===== src/rtl/sw_debounce.sv =====
// Switch debouncer: 2-flop synchronizer plus a slowref-gated FSM that emits one press pulse per press.
// Optional release pulse enabled by defining SW_DEBOUNCE_REL_PULSE_EN.
//   state     | meaning
//   IDLE      | switch accepted as released
//   PRESS_CHK | counting consecutive pressed samples
//   HELD      | switch accepted as pressed
//   REL_CHK   | counting consecutive released samples
module sw_debounce #(
  parameter int DB_COUNT = 4
) (
  input  logic clk,
  input  logic resetb,
  input  logic slowref,
  input  logic sw_raw,
  output logic sw_level,
  output logic sw_pulse
`ifdef SW_DEBOUNCE_REL_PULSE_EN
  ,
  output logic sw_rel_pulse
`endif
);

  localparam int CW = $clog2(DB_COUNT + 1);

  typedef enum logic [1:0] {
    IDLE      = 2'd0,
    PRESS_CHK = 2'd1,
    HELD      = 2'd2,
    REL_CHK   = 2'd3
  } state_t;

  state_t        state_q, state_d;
  logic [CW-1:0] cnt_q, cnt_d;
  logic [CW-1:0] cnt_inc;
  logic          at_limit;
  logic          sync1_q, sync1_d;
  logic          sync2_q, sync2_d;
  logic          level_q, level_d;
  logic          pulse_q, pulse_d;
  logic          sw_sync;
`ifdef SW_DEBOUNCE_REL_PULSE_EN
  logic          rel_q, rel_d;
`endif

  assign sw_sync  = sync2_q;
  assign cnt_inc  = cnt_q + CW'(1);
  assign at_limit = (cnt_inc == CW'(DB_COUNT));

  always_comb begin
    sync1_d = sw_raw;
    sync2_d = sync1_q;
    state_d = state_q;
    cnt_d   = cnt_q;
    level_d = level_q;
    pulse_d = pulse_q;
`ifdef SW_DEBOUNCE_REL_PULSE_EN
    rel_d   = rel_q;
`endif
    if (slowref) begin
      // Event pulses last exactly one slowref period.
      pulse_d = 1'b0;
`ifdef SW_DEBOUNCE_REL_PULSE_EN
      rel_d   = 1'b0;
`endif
      case (state_q)
        IDLE: begin
          cnt_d = '0;
          if (sw_sync) begin
            state_d = PRESS_CHK;
            cnt_d   = CW'(1);
          end
        end
        PRESS_CHK: begin
          if (!sw_sync) begin
            state_d = IDLE;
            cnt_d   = '0;
          end else if (at_limit) begin
            state_d = HELD;
            cnt_d   = '0;
            level_d = 1'b1;
            pulse_d = 1'b1;
          end else begin
            cnt_d = cnt_inc;
          end
        end
        HELD: begin
          cnt_d = '0;
          if (!sw_sync) begin
            state_d = REL_CHK;
            cnt_d   = CW'(1);
          end
        end
        REL_CHK: begin
          if (sw_sync) begin
            state_d = HELD;
            cnt_d   = '0;
          end else if (at_limit) begin
            state_d = IDLE;
            cnt_d   = '0;
            level_d = 1'b0;
`ifdef SW_DEBOUNCE_REL_PULSE_EN
            rel_d   = 1'b1;
`endif
          end else begin
            cnt_d = cnt_inc;
          end
        end
        default: begin
          state_d = IDLE;
          cnt_d   = '0;
          level_d = 1'b0;
        end
      endcase
    end
  end

  always_ff @(posedge clk or negedge resetb) begin
    if (!resetb) begin
      sync1_q <= 1'b0;
      sync2_q <= 1'b0;
      state_q <= IDLE;
      cnt_q   <= '0;
      level_q <= 1'b0;
      pulse_q <= 1'b0;
    end else begin
      sync1_q <= sync1_d;
      sync2_q <= sync2_d;
      state_q <= state_d;
      cnt_q   <= cnt_d;
      level_q <= level_d;
      pulse_q <= pulse_d;
    end
  end

`ifdef SW_DEBOUNCE_REL_PULSE_EN
  always_ff @(posedge clk or negedge resetb) begin
    if (!resetb) rel_q <= 1'b0;
    else         rel_q <= rel_d;
  end

  assign sw_rel_pulse = rel_q;
`endif

  assign sw_level = level_q;
  assign sw_pulse = pulse_q;

endmodule


===== config.mk =====
export PLATFORM = sky130hd
export DESIGN_NAME = sw_debounce
export DESIGN_NICKNAME = d
export VERILOG_FILES = /design/src/rtl/sw_debounce.sv
export SDC_FILE = /design/constraint.sdc
export NUM_CORES = 1
export LEC_CHECK = 0
export CORE_AREA = 2 2 39 41
export CTS_CLUSTER_DIAMETER = 100
export DETAILED_ROUTE_END_ITERATION = 12
export DIE_AREA = 0 0 41 43
export GPL_TIMING_DRIVEN = 1
export PLACE_DENSITY = 0.62
export RECOVER_POWER = 25
export SYNTH_ARGS = -nofsm -noshare
export SYNTH_HDL_FRONTEND = slang
export SYNTH_SLANG_ARGS = --single-unit
export TNS_END_PERCENT = 20

===== constraint.sdc =====
create_clock -name clk -period 1.7 [get_ports clk]
set_clock_uncertainty 0.05 [all_clocks]
set_input_delay 0.34 -clock clk [delete_from_list [all_inputs] [get_ports clk]]
set_output_delay 0.34 -clock clk [all_outputs]
set_load 0.02 [all_outputs]

Yosys cells after proc, flatten, opt, wreduce, memory -nomap -nowiden
Cells that the tools add are included.
- memory bits (read-only): 0
- RAM bits: 0
- bits in latches: 0
- bits in registers: 9
- memories kept: 0
- eq/ne operators: 12
- $add $sub $neg: 1
- reduce and logical (&&, ||, !) cells: 4
- bitwise logic cells: 0
- divide/modulo/power cells: 0
- multipliers: 0
- shift operators: 0
- mux-type cells: 21
- magnitude comparators: 0
- operators by type and width (kind ; count):
    $mux 2 ; 6
    $ne 2x2->1 const B ; 6
    $pmux 3 s4 ; 1
    $mux 1 ; 9
    $mux 3 ; 3
    $pmux 2 s4 ; 1
    $ne 3x3->1 const B ; 2
    $reduce_and 6->1 ; 1
    $reduce_and 5->1 ; 1
    $eq 2x2->1 const B ; 2
    $add 3x1->3 const B ; 1
    $eq 3x3->1 const B ; 1
    $eq 2x1->1 const B ; 1
    $logic_not 2->1 ; 1
    $pmux 1 s2 ; 1
    $reduce_bool 2->1 ; 1

Depth between registers and ports, before layout
Gate-level depths: netlist (run 1).
- word-level depth: 5
- gate-level depth with buffers: 4

Least setup slack after synthesis (run 1)
Ideal clock, no wire load.
- path kind: register to register
- from: register cnt_q[0]
- to: register with a tool-made name
- clock period less this slack: 1341 ps
- data arrival time: 1166 ps
- setup time: 125 ps
- stages on the path, launching flop included: 5
- buffers on the path: 0
- path slack: 359 ps
- cells stage by stage: dfrtp_1 > ha_1 > ha_1 > nand3_2 > mux2_4
- RTL lines (what ; line ; RTL):
    start, declared ; 33 ; logic [CW-1:0] cnt_q, cnt_d;
    start signal, assigned ; 129 ; cnt_q <= cnt_d;

Worst setup path in the final report (run 1)
- from: register level_q, in the netlist sw_level
- to: output sw_level
- RTL lines (what ; line ; RTL):
    start, declared ; 38 ; logic level_q, level_d;
    start signal, assigned ; 130 ; level_q <= level_d;
    end, declared ; 15 ; output logic sw_level,
No word-level cell between the ends.

==> results.py, run 1 <==
metrics = {
    "setup_path": {
        "critical_path.max_stage_delay_ps": 620,
        "r2r_cells": 4,
        "beginning_of_the_worst_register_to_register_path": "cnt_q[0]",
        "timing.setup.critical_path_class": "flop to primary output",
        "cp-start-kind": "flop",
        "worst_path_dominant_cell_family": "buffers and inverters",
        "reg2reg_setup_slack_ps": 290,
        "cpMaxStageDelayCell": "clkdlybuf4s50_1",
        "worst-path-max-fanout": 3,
        "worstPathBufferInverterCount": 1,
        "critical_path_required_ps": 1310,
        "cp-end-kind": "primary output",
        "critPathArrivalTime_ps": 1250,
        "crit_chain": "clkdlybuf4s50_1",
    },
    "worst_hold_path": {
        "worst_hold_class": "flop to flop",
        "hold-path-endpoint": "sw_sync",
        "holdPathStages": 0,
        "holdCritStartpoint": "sync1_q",
    },
    "cells_and_area": {
        "flow.area_growth_from_synthesis_pct": 19.3,
        "multi_input_comb_area_um2": 195,
        "drive_above_1_share_pct": 20.9,
        "num-nets-final": 51,
        "antennaDiodeCount": 0,
        "ff_latch_area_um2": 225,
        "fillCellCount": 129,
    },
    "routing": {
        "dr.first_iter.drc_count": 0,
        "dr_total_vias": 269,
        "routed_via_density": 4.56,
        "antenna_violating_nets_post_route": 0,
        "totalWireLength_um": 673,
        "drc": 0,
        "firstDrtPassIters": 1,
        "drt-wirelength-per-cell_um": 11.4,
    },
    "timing": {
        "period_share_pct": 96.4,
        "final_worst_path_period_need_ps": 1640,
        "worstMarginPinSlew_ps": 412,
        "maxSlewViolCount": 0,
        "finalSetupTns_ps": 0,
        "final-setup-viol-count": 0,
        "max_slew_margin_pct": 72.4,
        "fmax_ghz": 0.610,
        "setup_repair_after_global_routing_missed_its_margin": "no",
        "report.final.hold_viol_count": 0,
    },
    "clocking": {
        "cts.repair.resized": 0,
        "cts_made_buffers": 3,
        "ctsLongestPathBuffers": 2,
        "cts_tree": "built",
        "clock_tree.root_cell": "clkbuf_4",
        "clock_latency_ps": 260,
        "cts_hold_buf": 0,
        "cts.htree.levels": 1,
        "cts.reportedPaths.clkPinSlew_ps": 60,
        "postCtsSetupRepairBufs": 0,
        "clkSinkCount": 9,
    },
    "floorplanning": {
        "core_mm2": 0.00138,
        "floorplan.initialDensity_pct": 32.3,
        "die_width_um": 41,
        "std_cell_rows": 14,
        "die_area_mm2": 0.00176,
        "die_y_um": 43,
        "design.portCount": 6,
    },
    "logic_synthesis": {
        "yosys_warnings": 0,
        "asyncSetResetFlopFracSynth_pct": 100,
        "synthesis.nets": 42,
        "ys_ff_latch": 9,
        "synth_common_cells": "dfrtp_1, ha_1, inv_1",
        "synth.lib_cells_used.distinct": 20,
        "synth_area_leaders": "dfrtp_1, ha_1, a31o_1, xor2_2, mux2_4",
        "synth_cells": 35,
        "yosys.area.top_type": "dfrtp_1",
        "synth.top_cell.area_share_pct": 50.4,
        "number_of_enable_type_register_cells_in_the_synthesized_netlist": 0,
        "synthFlopType": "dfrtp_1",
        "synth_area_um2": 447,
        "synth_most_common_cell": "dfrtp_1",
        "postSynthAreaPerCell_um2": 12.8,
        "synth.yosys.seq_area_share_pct": 50.4,
    },
    "place": {
        "place_congestion": 0.705,
        "place.detailed.hpwl_um": 515,
        "placement.io_buffers": 5,
    },
    "outcome": {
        "run_status": "finished, final reports clean",
    },
    "grt": {
        "globalRoute.totalOverflow": 0,
        "grt_pass1_vias": 271,
        "grt_max_degree": 13,
        "antenna_found_initial": 0,
        "grt_use_total_pct": 10.1,
        "first_pass_grt_wire_length_um": 1120,
    },
    "power_and_ir_drop": {
        "comb_power_share_pct": 17.2,
        "net-switching-power_uw": 149,
        "swShare_pct": 28.0,
        "leakage_component_of_the_power_uw": 0.000251,
        "vdd_drop_max_uv": 572,
        "power.share.sequential_pct": 52.2,
        "power.clock.fraction_pct": 30.6,
        "power.density_cell_area_mw_per_mm2": 995,
        "total_power_uw": 531,
        "cellInternalPower_uw": 382,
    },
    "run": {
        "maxcap_violations": 0,
    },
}
==> layout make-up <==
cell class | instances | share of cell area, %
tap | 16 | 3.76
timing repair buffer | 5 | 9.39
clock buffer | 3 | 4.23
sequential | 9 | 42.3
clock inverter | 1 | 0.939
multi-input combinational | 21 | 36.6
inverter | 4 | 2.82
==> through the flow <==
step	hold slack, ps	instances	utilization [%]	area, um^2	worst slack, ps
after floorplan	-5.59	35	-	447	359
after global placement	281	55	36.5	505	67.7
after detailed placement	291	55	36.5	505	43.0
after CTS	306	59	38.5	533	50.0
after global routing	328	59	38.5	533	8.17
final	302	59	38.5	533	60.4
==> metal layers <==
layer / global-route usage, % / routed length (um)
met5: 0 / 0
met4: 0 / 0
met3: 9.42 / 31
met2: 12.5 / 291
met1: 13.8 / 350
==> worst max-delay path by stage <==
stage / slack (ps) / cells past startpoint / endpoint / start
final: 60 / 1 / sw_level / sw_level
after global routing: 8 / 1 / sw_level / sw_level
after CTS: 50 / 1 / sw_level / sw_level
after detailed placement: 40 / 3 / flop / slowref
after global placement: 70 / 3 / flop / slowref
after floorplan: 360 / 4 / flop / cnt_q[0]
==> power by group through the flow <==
| stage | Sequential [uW] | Clock, uW | Combinational [uW] |
|---|---|---|---|
| after detailed placement | 281 | 0 | 94.4 |
| after floorplan | 274 | 0 | 70.9 |
| after CTS | 277 | 173 | 94.5 |
| after global placement | 282 | 0 | 94.4 |
| final | 277 | 162 | 91.3 |
| after global routing | 283 | 182 | 103 |
==> cells in the final DEF, fill, tap and decap left out <==
cell type        n
dfrtp_1          9
inv_1            3
ha_1             3
clkbuf_4         3
clkdlybuf4s50_1  3
nand2_1          2
nor2b_1          2
a31o_1           2
dlygate4sd3_1    2
xor2_2           1
nand4b_1         1
a41oi_1          1
o2bb2ai_1        1
inv_2            1
nand2b_1         1
o41ai_1          1
and3b_1          1
a32o_2           1
nand3_2          1
mux2_4           1
and2b_1          1
a41o_1           1
clkinv_2         1
==> cells by family after synthesis <==
logic type                 after synthesis  synth area share, %
DFF                                      9                 50.4
buffers and inverters                    5                 5.88
AOI/OAI and AO/OA                        7                 14.6
and+or+nand+nor                          9                 13.7
xor gates and xnor gates                 1                 3.64
adders and majority gates                3                 8.40
muxes                                    1                 3.36
No activity file was read; power rests on OpenSTA's default activity.
==> run 2: changes to the inputs <==
Settings changed: CTS_CLUSTER_SIZE from default to 30.
==> results of run 2 <==
Same layout as run 1: the final DEF is identical, and so are final timing and power.
==> run 3: changes to the inputs <==
Settings changed: CAP_MARGIN from default to 10.
==> results of run 3 <==
Same layout as run 1: the final DEF is identical, and so are final timing and power.
